File: src/rtl/axi_lite_master.sv
// axi_lite_master: single-outstanding AXI4-Lite initiator.
// Turns one-word read/write commands into AXI-Lite transactions and returns
// each result as a one-cycle response pulse; a per-transaction timeout
// aborts transactions to hung targets.
module axi_lite_master #(
    parameter int C_M_AXI_DATA_WIDTH = 32,
    parameter int C_M_AXI_ADDR_WIDTH = 6,
    parameter int TIMEOUT_CYCLES     = 256
) (
    input  logic                          clk,
    input  logic                          rst_n,
    // command / response interface
    input  logic                          cmd_valid,
    output logic                          cmd_ready,
    input  logic                          cmd_write,
    input  logic [C_M_AXI_ADDR_WIDTH-1:0] cmd_addr,
    input  logic [C_M_AXI_DATA_WIDTH-1:0] cmd_wdata,
    output logic                          rsp_valid,
    output logic [C_M_AXI_DATA_WIDTH-1:0] rsp_rdata,
    output logic [1:0]                    rsp_resp,
    output logic                          rsp_timeout,
    // AXI write address / data / response channels
    output logic [C_M_AXI_ADDR_WIDTH-1:0] awaddr,
    output logic                          awvalid,
    input  logic                          awready,
    output logic [C_M_AXI_DATA_WIDTH-1:0] wdata,
    output logic                          wvalid,
    input  logic                          wready,
    input  logic [1:0]                    bresp,
    input  logic                          bvalid,
    output logic                          bready,
    // AXI read address / data channels
    output logic [C_M_AXI_ADDR_WIDTH-1:0] araddr,
    output logic                          arvalid,
    input  logic                          arready,
    input  logic [C_M_AXI_DATA_WIDTH-1:0] rdata,
    input  logic [1:0]                    rresp,
    input  logic                          rvalid,
    output logic                          rready
);

    localparam int CW = ($clog2(TIMEOUT_CYCLES + 1) > 8) ? $clog2(TIMEOUT_CYCLES + 1) : 8;

    typedef enum logic [2:0] {IDLE, WR_REQ, WR_RESP, RD_REQ, RD_RESP} state_t;

    state_t                        r_state,       w_state;
    logic [CW-1:0]                 r_cnt,         w_cnt;
    logic                          r_aw_done,     w_aw_done;
    logic                          r_w_done,      w_w_done;
    logic                          r_cmd_ready,   w_cmd_ready;
    logic [C_M_AXI_ADDR_WIDTH-1:0] r_awaddr,      w_awaddr;
    logic                          r_awvalid,     w_awvalid;
    logic [C_M_AXI_DATA_WIDTH-1:0] r_wdata,       w_wdata;
    logic                          r_wvalid,      w_wvalid;
    logic                          r_bready,      w_bready;
    logic [C_M_AXI_ADDR_WIDTH-1:0] r_araddr,      w_araddr;
    logic                          r_arvalid,     w_arvalid;
    logic                          r_rready,      w_rready;
    logic                          r_rsp_valid,   w_rsp_valid;
    logic [C_M_AXI_DATA_WIDTH-1:0] r_rsp_rdata,   w_rsp_rdata;
    logic [1:0]                    r_rsp_resp,    w_rsp_resp;
    logic                          r_rsp_timeout, w_rsp_timeout;

    logic w_expire;
    logic w_abort;
    logic w_aw_hs;
    logic w_w_hs;

    // Expiry is evaluated against the count before this edge's increment.
    assign w_expire = (TIMEOUT_CYCLES != 0) && (r_cnt == CW'(TIMEOUT_CYCLES));
    assign w_aw_hs  = r_awvalid & awready;
    assign w_w_hs   = r_wvalid & wready;

    // Next-state and next-output logic; B/R handshakes take priority over expiry.
    always_comb begin
        w_state       = r_state;
        w_cnt         = r_cnt + CW'(1);
        w_aw_done     = r_aw_done;
        w_w_done      = r_w_done;
        w_cmd_ready   = r_cmd_ready;
        w_awaddr      = r_awaddr;
        w_awvalid     = r_awvalid;
        w_wdata       = r_wdata;
        w_wvalid      = r_wvalid;
        w_bready      = r_bready;
        w_araddr      = r_araddr;
        w_arvalid     = r_arvalid;
        w_rready      = r_rready;
        w_rsp_valid   = 1'b0;
        w_rsp_rdata   = r_rsp_rdata;
        w_rsp_resp    = r_rsp_resp;
        w_rsp_timeout = r_rsp_timeout;
        w_abort       = 1'b0;

        case (r_state)
            IDLE: begin
                w_cnt       = '0;
                w_cmd_ready = 1'b1;
                if (cmd_valid && r_cmd_ready) begin
                    w_cmd_ready = 1'b0;
                    if (cmd_write) begin
                        w_state   = WR_REQ;
                        w_awaddr  = cmd_addr;
                        w_wdata   = cmd_wdata;
                        w_awvalid = 1'b1;
                        w_wvalid  = 1'b1;
                        w_aw_done = 1'b0;
                        w_w_done  = 1'b0;
                    end else begin
                        w_state   = RD_REQ;
                        w_araddr  = cmd_addr;
                        w_arvalid = 1'b1;
                    end
                end
            end
            WR_REQ: begin
                if (w_expire) begin
                    w_abort = 1'b1;
                end else begin
                    if (w_aw_hs) begin
                        w_awvalid = 1'b0;
                        w_aw_done = 1'b1;
                    end
                    if (w_w_hs) begin
                        w_wvalid = 1'b0;
                        w_w_done = 1'b1;
                    end
                    if ((r_aw_done || w_aw_hs) && (r_w_done || w_w_hs)) begin
                        w_state  = WR_RESP;
                        w_bready = 1'b1;
                    end
                end
            end
            WR_RESP: begin
                if (r_bready && bvalid) begin
                    w_state       = IDLE;
                    w_bready      = 1'b0;
                    w_cmd_ready   = 1'b1;
                    w_rsp_valid   = 1'b1;
                    w_rsp_resp    = bresp;
                    w_rsp_rdata   = '0;
                    w_rsp_timeout = 1'b0;
                end else if (w_expire) begin
                    w_abort = 1'b1;
                end
            end
            RD_REQ: begin
                if (w_expire) begin
                    w_abort = 1'b1;
                end else if (r_arvalid && arready) begin
                    w_state   = RD_RESP;
                    w_arvalid = 1'b0;
                    w_rready  = 1'b1;
                end
            end
            RD_RESP: begin
                if (r_rready && rvalid) begin
                    w_state       = IDLE;
                    w_rready      = 1'b0;
                    w_cmd_ready   = 1'b1;
                    w_rsp_valid   = 1'b1;
                    w_rsp_resp    = rresp;
                    w_rsp_rdata   = rdata;
                    w_rsp_timeout = 1'b0;
                end else if (w_expire) begin
                    w_abort = 1'b1;
                end
            end
            default: begin
                w_state = IDLE;
            end
        endcase

        // Hung-target recovery: drop every handshake output and report a timeout.
        if (w_abort) begin
            w_state       = IDLE;
            w_awvalid     = 1'b0;
            w_wvalid      = 1'b0;
            w_bready      = 1'b0;
            w_arvalid     = 1'b0;
            w_rready      = 1'b0;
            w_cmd_ready   = 1'b1;
            w_rsp_valid   = 1'b1;
            w_rsp_resp    = 2'b10;
            w_rsp_rdata   = '0;
            w_rsp_timeout = 1'b1;
        end
    end

    // State and registered-output update with asynchronous clear.
    always_ff @(posedge clk or negedge rst_n) begin
        if (!rst_n) begin
            r_state       <= IDLE;
            r_cnt         <= '0;
            r_aw_done     <= 1'b0;
            r_w_done      <= 1'b0;
            r_cmd_ready   <= 1'b0;
            r_awaddr      <= '0;
            r_awvalid     <= 1'b0;
            r_wdata       <= '0;
            r_wvalid      <= 1'b0;
            r_bready      <= 1'b0;
            r_araddr      <= '0;
            r_arvalid     <= 1'b0;
            r_rready      <= 1'b0;
            r_rsp_valid   <= 1'b0;
            r_rsp_rdata   <= '0;
            r_rsp_resp    <= '0;
            r_rsp_timeout <= 1'b0;
        end else begin
            r_state       <= w_state;
            r_cnt         <= w_cnt;
            r_aw_done     <= w_aw_done;
            r_w_done      <= w_w_done;
            r_cmd_ready   <= w_cmd_ready;
            r_awaddr      <= w_awaddr;
            r_awvalid     <= w_awvalid;
            r_wdata       <= w_wdata;
            r_wvalid      <= w_wvalid;
            r_bready      <= w_bready;
            r_araddr      <= w_araddr;
            r_arvalid     <= w_arvalid;
            r_rready      <= w_rready;
            r_rsp_valid   <= w_rsp_valid;
            r_rsp_rdata   <= w_rsp_rdata;
            r_rsp_resp    <= w_rsp_resp;
            r_rsp_timeout <= w_rsp_timeout;
        end
    end

    assign cmd_ready   = r_cmd_ready;
    assign awaddr      = r_awaddr;
    assign awvalid     = r_awvalid;
    assign wdata       = r_wdata;
    assign wvalid      = r_wvalid;
    assign bready      = r_bready;
    assign araddr      = r_araddr;
    assign arvalid     = r_arvalid;
    assign rready      = r_rready;
    assign rsp_valid   = r_rsp_valid;
    assign rsp_rdata   = r_rsp_rdata;
    assign rsp_resp    = r_rsp_resp;
    assign rsp_timeout = r_rsp_timeout;

endmodule
File: config.mk
export PLATFORM = sky130hd
export DESIGN_NAME = axi_lite_master
export DESIGN_NICKNAME = d
export VERILOG_FILES = /design/src/rtl/axi_lite_master.sv
export SDC_FILE = /design/constraint.sdc
export NUM_CORES = 1
export LEC_CHECK = 0
export ABC_AREA = 1
export BUFFER_PORTS_ARGS = -buffer_cell sky130_fd_sc_hd__buf_2
export CAP_MARGIN = 20
export CORE_AREA = 2 2 83 125
export CTS_CLUSTER_SIZE = 16
export DETAILED_ROUTE_END_ITERATION = 16
export DIE_AREA = 0 0 85 127
export GPL_TIMING_DRIVEN = 0
export PLACE_DENSITY = 0.79
export REMOVE_ABC_BUFFERS = 1
export SLEW_MARGIN = 10
export SYNTH_ARGS = -nofsm -noshare
export SYNTH_HDL_FRONTEND = slang
export SYNTH_SLANG_ARGS = --single-unit
File: constraint.sdc
create_clock -name clk -period 1.57 [get_ports clk]
set_input_delay 0.157 -clock clk [delete_from_list [all_inputs] [get_ports clk]]
set_output_delay 0.157 -clock clk [all_outputs]
set_load 0.02 [all_outputs]
Word level (Yosys, flattened, before mapping)
Index checks and enable logic that the tools add are counted.
- output and inout port bits: 86
- input port bits: 83
- word-level logic and storage cells: 138
- bits in registers: 100
- equality and inequality tests: 21
- add/sub/neg operators: 1
- mux-type cells: 68
- bitwise gates (word level): 3
- reductions and logical operators: 28
- operators with widths (cell ; number):
    $mux 32 ; 3
    $pmux 32 s2 ; 1
    $mux 1 ; 38
    $ne 3x3->1 const B ; 11
    $reduce_and 5->1 ; 5
    $mux 3 ; 8
    $pmux 1 s2 ; 9
    $pmux 3 s5 ; 1
    $reduce_bool 3->1 ; 5
    $reduce_and 3->1 ; 4
    $ne 2x2->1 const B ; 5
    $add 9x1->9 const B ; 1
    $eq 9x9->1 const B ; 1
    $mux 9 ; 1
    $mux 2 ; 4
    $reduce_and 4->1 ; 2
    $reduce_and 7->1 ; 1
    $eq 3x2->1 const B ; 2
    $pmux 1 s3 ; 2
    $logic_and 1x1->1 ; 5
    $pmux 2 s2 ; 1
    $reduce_bool 4->1 ; 1
    $eq 3x1->1 const B ; 1
    $eq 3x3->1 const B ; 1
    other kinds (6) ; 8

Depth between registers and ports, before layout
- depth in word-level cells: 7
- mapped depth: 11
- depth with buffers taken out: 10

Worst setup path after synthesis
No wires, ideal clock.
- path type: register to register
- start: register r_cnt[0]
- end: register r_state[0]
- arrival time: 1391 ps
- stages on the path, launching flop included: 10
- setup slack: 56 ps
- path buffers: 0
- clock period less this slack: 1514 ps
- data required time: 1447 ps
- setup time: 123 ps
- cells stage by stage: dfrtp_1 > inv_1 > ha_1 > nand4_1 > nor2_1 > nand2_2 > nand3_1 > nand2_1 > o21ai_0 > nand2_1
- word-level cells in the longest chain between the ends: 6
- elaborated cells between the ends (all ways): 14
- classes of those cells: eq/ne (8); mux (5); reduce/logical (1)
- ends and longest elaborated chain (what ; line ; RTL):
    from (decl) ; 47 ; logic [CW-1:0] r_cnt, w_cnt;
    from (signal assigned) ; 212 ; r_cnt <= w_cnt;
    $eq 9x9->1 (*) ; 70 ; assign w_expire = (TIMEOUT_CYCLES != 0) && (r_cnt == CW'(TIMEOUT_CYCLES));
    $mux 1 ; -- ;
    $mux 1, on equally long branches ; 157, 135 ;
    $pmux 1 s3 ; 95 ; case (r_state)
    $ne 3x3->1 (no line) ; -- ;
    $reduce_and 7->1 (no line) ; -- ;
    to (signal assigned) ; 211 ; r_state <= w_state;
    to (decl) ; 46 ; state_t r_state, w_state;
Mark *: on every way between the ends. The rest lies on a longest branch, timed or not.
A chain may end at the register's enable or synchronous reset.

Worst setup path in the final report
- start: register r_state[0]
- end: register r_state[0]
- word-level cells in the longest chain between the ends: 5
- elaborated cells between the ends (all ways): 17
- classes of those cells: eq/ne (11); mux (3); reduce/logical (3)
- ends and longest elaborated chain (what ; line):
    $eq 3x2->1 / $eq 3x1->1 (equally long branches) ; 95
    $reduce_or 2->1 (no line) ; --
    $pmux 1 s3 ; 95
    $ne 3x3->1 (no line) ; --
    $reduce_and 7->1 (no line) ; --
Several ways; a longest one is shown, not always the timed one.

==> flow_metrics.py <==
metrics = {
    "run_status": {
        "status": "finished with violations",
        "failed_checks": "negative setup slack",
    },
    "synth": {
        "postSynthAreaPerCell_um2": 8.55,
        "synth_top_family_by_area": "simple AND/OR/NAND/NOR gates",
        "synth_compound_area_share_pct": 3.93,
        "yosys-top-cells-area": "dfrtp_1 60%, nand2_1 21%, nand3_1 4.4%",
        "synth_cell_types": 28,
        "synthXorXnorAreaFrac_pct": 0.209,
        "synth.area.mux_share_pct": 0.238,
        "yosys.area_share.simple_pct": 30.4,
        "synth_fa_ha_area_share_pct": 0.596,
        "syn-cell-area_um2": 4200,
        "synthCells": 491,
        "yosysTopAreaCell": "dfrtp_1",
        "ys_seq_elements": 100,
        "yosysSeqAreaShare_pct": 59.6,
        "synth_top_area_share_pct": 59.6,
        "yosysWarnings": 0,
    },
    "setup_path": {
        "rr_endpoint": "r_state[0]",
        "endpoint_kind": "flop",
        "path_buf_inv": 0,
        "crit_family": "simple AND/OR/NAND/NOR gates",
        "crit_path_top_delay_cell": "dfrtp_2",
        "r2r_slack_ps": -100,
        "start_kind": "flop",
        "path_class": "reg2reg",
        "path_cells": "nor2_4 -> nand3_1 -> nand3_4 -> nand2_8 -> nand3_4 -> nand2_4 -> o21ai_1 -> nand2_1",
        "critPathMaxStageDelay_ps": 490,
        "worstPathArrival_ps": 1900,
        "r2r_cells": 8,
        "crit_top_cell": "nand3_4",
        "r2r-start": "r_state[0]",
        "cp_max_fo": 6,
        "crit_required_ps": 1800,
        "startpoint": "r_state[0]",
    },
    "layout": {
        "diodes": 0,
        "layout.nets": 790,
        "syn_to_final_growth_pct": 47.1,
        "drive_above_1_share_pct": 41.5,
    },
    "power": {
        "pwr-share-clk_pct": 18.4,
        "cellLeakagePower_uw": 0.00348,
        "power.density_nw_per_um2": 2050,
        "internal_power_uw": 7080,
        "combPwrFrac_pct": 48.1,
        "sequentialPowerShare_pct": 33.5,
        "ir_worst_vdd_mv": 1.28,
        "p_sw_uw": 5580,
        "p_sw_share_pct": 44.1,
    },
    "sta": {
        "fin_crit_sh_pct": 106,
        "grt_setup_unrepaired": "true",
        "setup_slack_ps": -102,
        "min_period_ps": 1670,
        "setup_viol": 85,
        "slew_violations": 0,
        "fin_setup_tns_ps": -2940,
        "relSlewSlack_pct": 63.0,
        "finalClockSkew_ps": 8.20,
        "worst_pin_slew_ps": 554,
        "hold_viol_final": 0,
        "maxClockFrequency_mhz": 598,
    },
    "routing": {
        "drt_iter0_markers": 204,
        "routedWlPerCell_um": 15.9,
        "ant_nets": 0,
        "drc": 0,
        "totalWireLength_mm": 13.1,
        "vias_per_cell": 5.11,
        "via_count": 4219,
        "first_pass_iters": 4,
    },
    "hold_path": {
        "hold_path_end": "wdata[13]",
        "min_from": "cmd_wdata[13]",
        "hp-class": "in2reg",
        "hold_depth": 3,
    },
    "clock_network": {
        "numCtsBuffers": 9,
        "clock_sinks": 100,
        "clockRootBuffer": "clkbuf_16",
        "tritoncts": "done",
        "clk_latency_ps": 350,
        "clock_path_buffers": 2,
        "htree_levels": 3,
        "clk_pin_slew_worst_paths_ps": 80,
    },
    "global_route": {
        "grt_pass1_wl_mm": 20.5,
        "grt_pass1_vias": 4183,
        "grt_max_degree": 61,
        "grt_overflow": 0,
        "antenna_found_initial": 0,
        "grt_usage_pct": 24.1,
    },
    "floorplan": {
        "io_pins": 169,
        "rows": 44,
        "die_x_um": 85,
        "die_area_um2": 10800,
        "fp.coreArea_um2": 9630,
        "die_y_um": 127,
        "start_util_pct": 43.6,
    },
    "flow_run": {
        "drv_cap": 0,
    },
    "placement": {
        "globalplace.congestion": 0.849,
        "preCtsSetupSlack_ps": -1360,
        "hpwl_mm": 7.53,
        "port_buffers": 168,
    },
}
## through the flow
| stage | total power (uW) | cell area, um2 | hold slack [ps] | util (%) | instances |
|---|---|---|---|---|---|
| after floorplan | 7150 | 4100 | -139 | - | 475 |
| after global placement | 8660 | 5090 | 359 | 52.8 | 758 |
| after detailed placement | 8850 | 5120 | 188 | 53.2 | 759 |
| after CTS | 12100 | 5960 | 0.230 | 61.8 | 816 |
| after global routing | 13400 | 6180 | 5.25 | 64.1 | 825 |
| final | 12700 | 6180 | 8.06 | 64.1 | 825 |
## flip-flops by register name, indices dropped and copies added (netlist names)
register and flops:
awaddr 6, rsp_rdata 32, rsp_valid 1, r_cnt 9, awvalid 1, wdata 32
cmd_ready 1, wvalid 1, rready 1, rsp_resp 2, araddr 6, r_w_done 1
rsp_timeout 1, arvalid 1, r_aw_done 1, r_state 3, bready 1
## layout by cell type, fill, tap and decap left out, drive strengths merged
cell / synthesis / layout
nand3b: 1 / 1
ha: 2 / 2
clkbuf: 4 / 9
nand2: 237 / 238
nor4: 1 / 1
clkinv: 0 / 4
buf: 12 / 200
a22o: 1 / 1
nand4: 2 / 2
o22ai: 1 / 1
nor2: 26 / 29
nor3: 6 / 6
a21oi: 11 / 11
dlygate4sd3: 0 / 6
mux2i: 1 / 1
xnor2: 1 / 1
clkinvlp: 0 / 10
nand3: 37 / 37
inv: 29 / 30
o21ai: 19 / 19
dfrtp: 100 / 100
bufinv: 0 / 1
## how the worst max path moves through the flow
stage	endpoint	cells after the start	slack, ps
floorplan	awaddr[0]	8	-1070
global placement	wdata[22]	8	-1940
detailed placement	awaddr[0]	8	-1360
CTS	rsp_rdata[28]	9	-50
global route	rready	7	-190
finish	r_state[0]	8	-100
## power groups by stage
stage	Combinational, uW	Clock [uW]	Sequential (uW)
after floorplan	1820	0	5330
after global placement	4480	0	4180
after detailed placement	4620	0	4230
after CTS	5560	2380	4180
after global routing	6570	2470	4370
final	6090	2330	4240
## kinds of logic after synthesis
logic type / after synthesis
flops: 100
mux: 1
xor+xnor: 1
simple gates: 310
fa+ha+maj: 2
buf+inv: 45
compound gates: 32
## tightest hold or removal path: cells and delay by family
family	cells	cell delay [ps]
buffers and inverters	1	70
and+or+nand+nor	2	100
## area by class of cell
class	instances	area (um2)
sequential	100	2510
multi-input combinational	350	1760
timing repair buffer	206	1230
tap	115	144
clock buffer	9	225
inverter	29	153
clock inverter	7	92.6
fill	750	3460
timing repair inverter	9	63.8
## repair_timing
| action | 4_1_cts | 5_1_grt |
|---|---|---|
| gates resized for setup | 55 | 51 |
| gates cloned | 13 | 1 |
| hold endpoints to repair | 45 | 0 |
| hold buffers | 6 | 0 |
| setup endpoints to repair | 90 | 91 |
| pin swaps | 13 | 15 |
| buffers inserted | 22 | 9 |
## routing by layer
layer  share of wire, %  track usage [%]  vias to the layer above
met5                  0                0                        -
met4                2.9             11.8                        0
met3                8.5             6.65                       31
met2                 52             41.8                      225
met1                 36             27.0                     1986
li1                   -                -                     1977
## synthesized netlist by cell type, drive strengths merged
master and number:
nand2 237, dfrtp 100, nand3 37, inv 29
nor2 26, o21ai 19, buf 12, a21oi 11
nor3 6, clkbuf 4, ha 2, nand4 2
a22o 1, mux2i 1, nand3b 1, nor4 1
o22ai 1, xnor2 1
No activity file was read; power rests on OpenSTA's default activity.
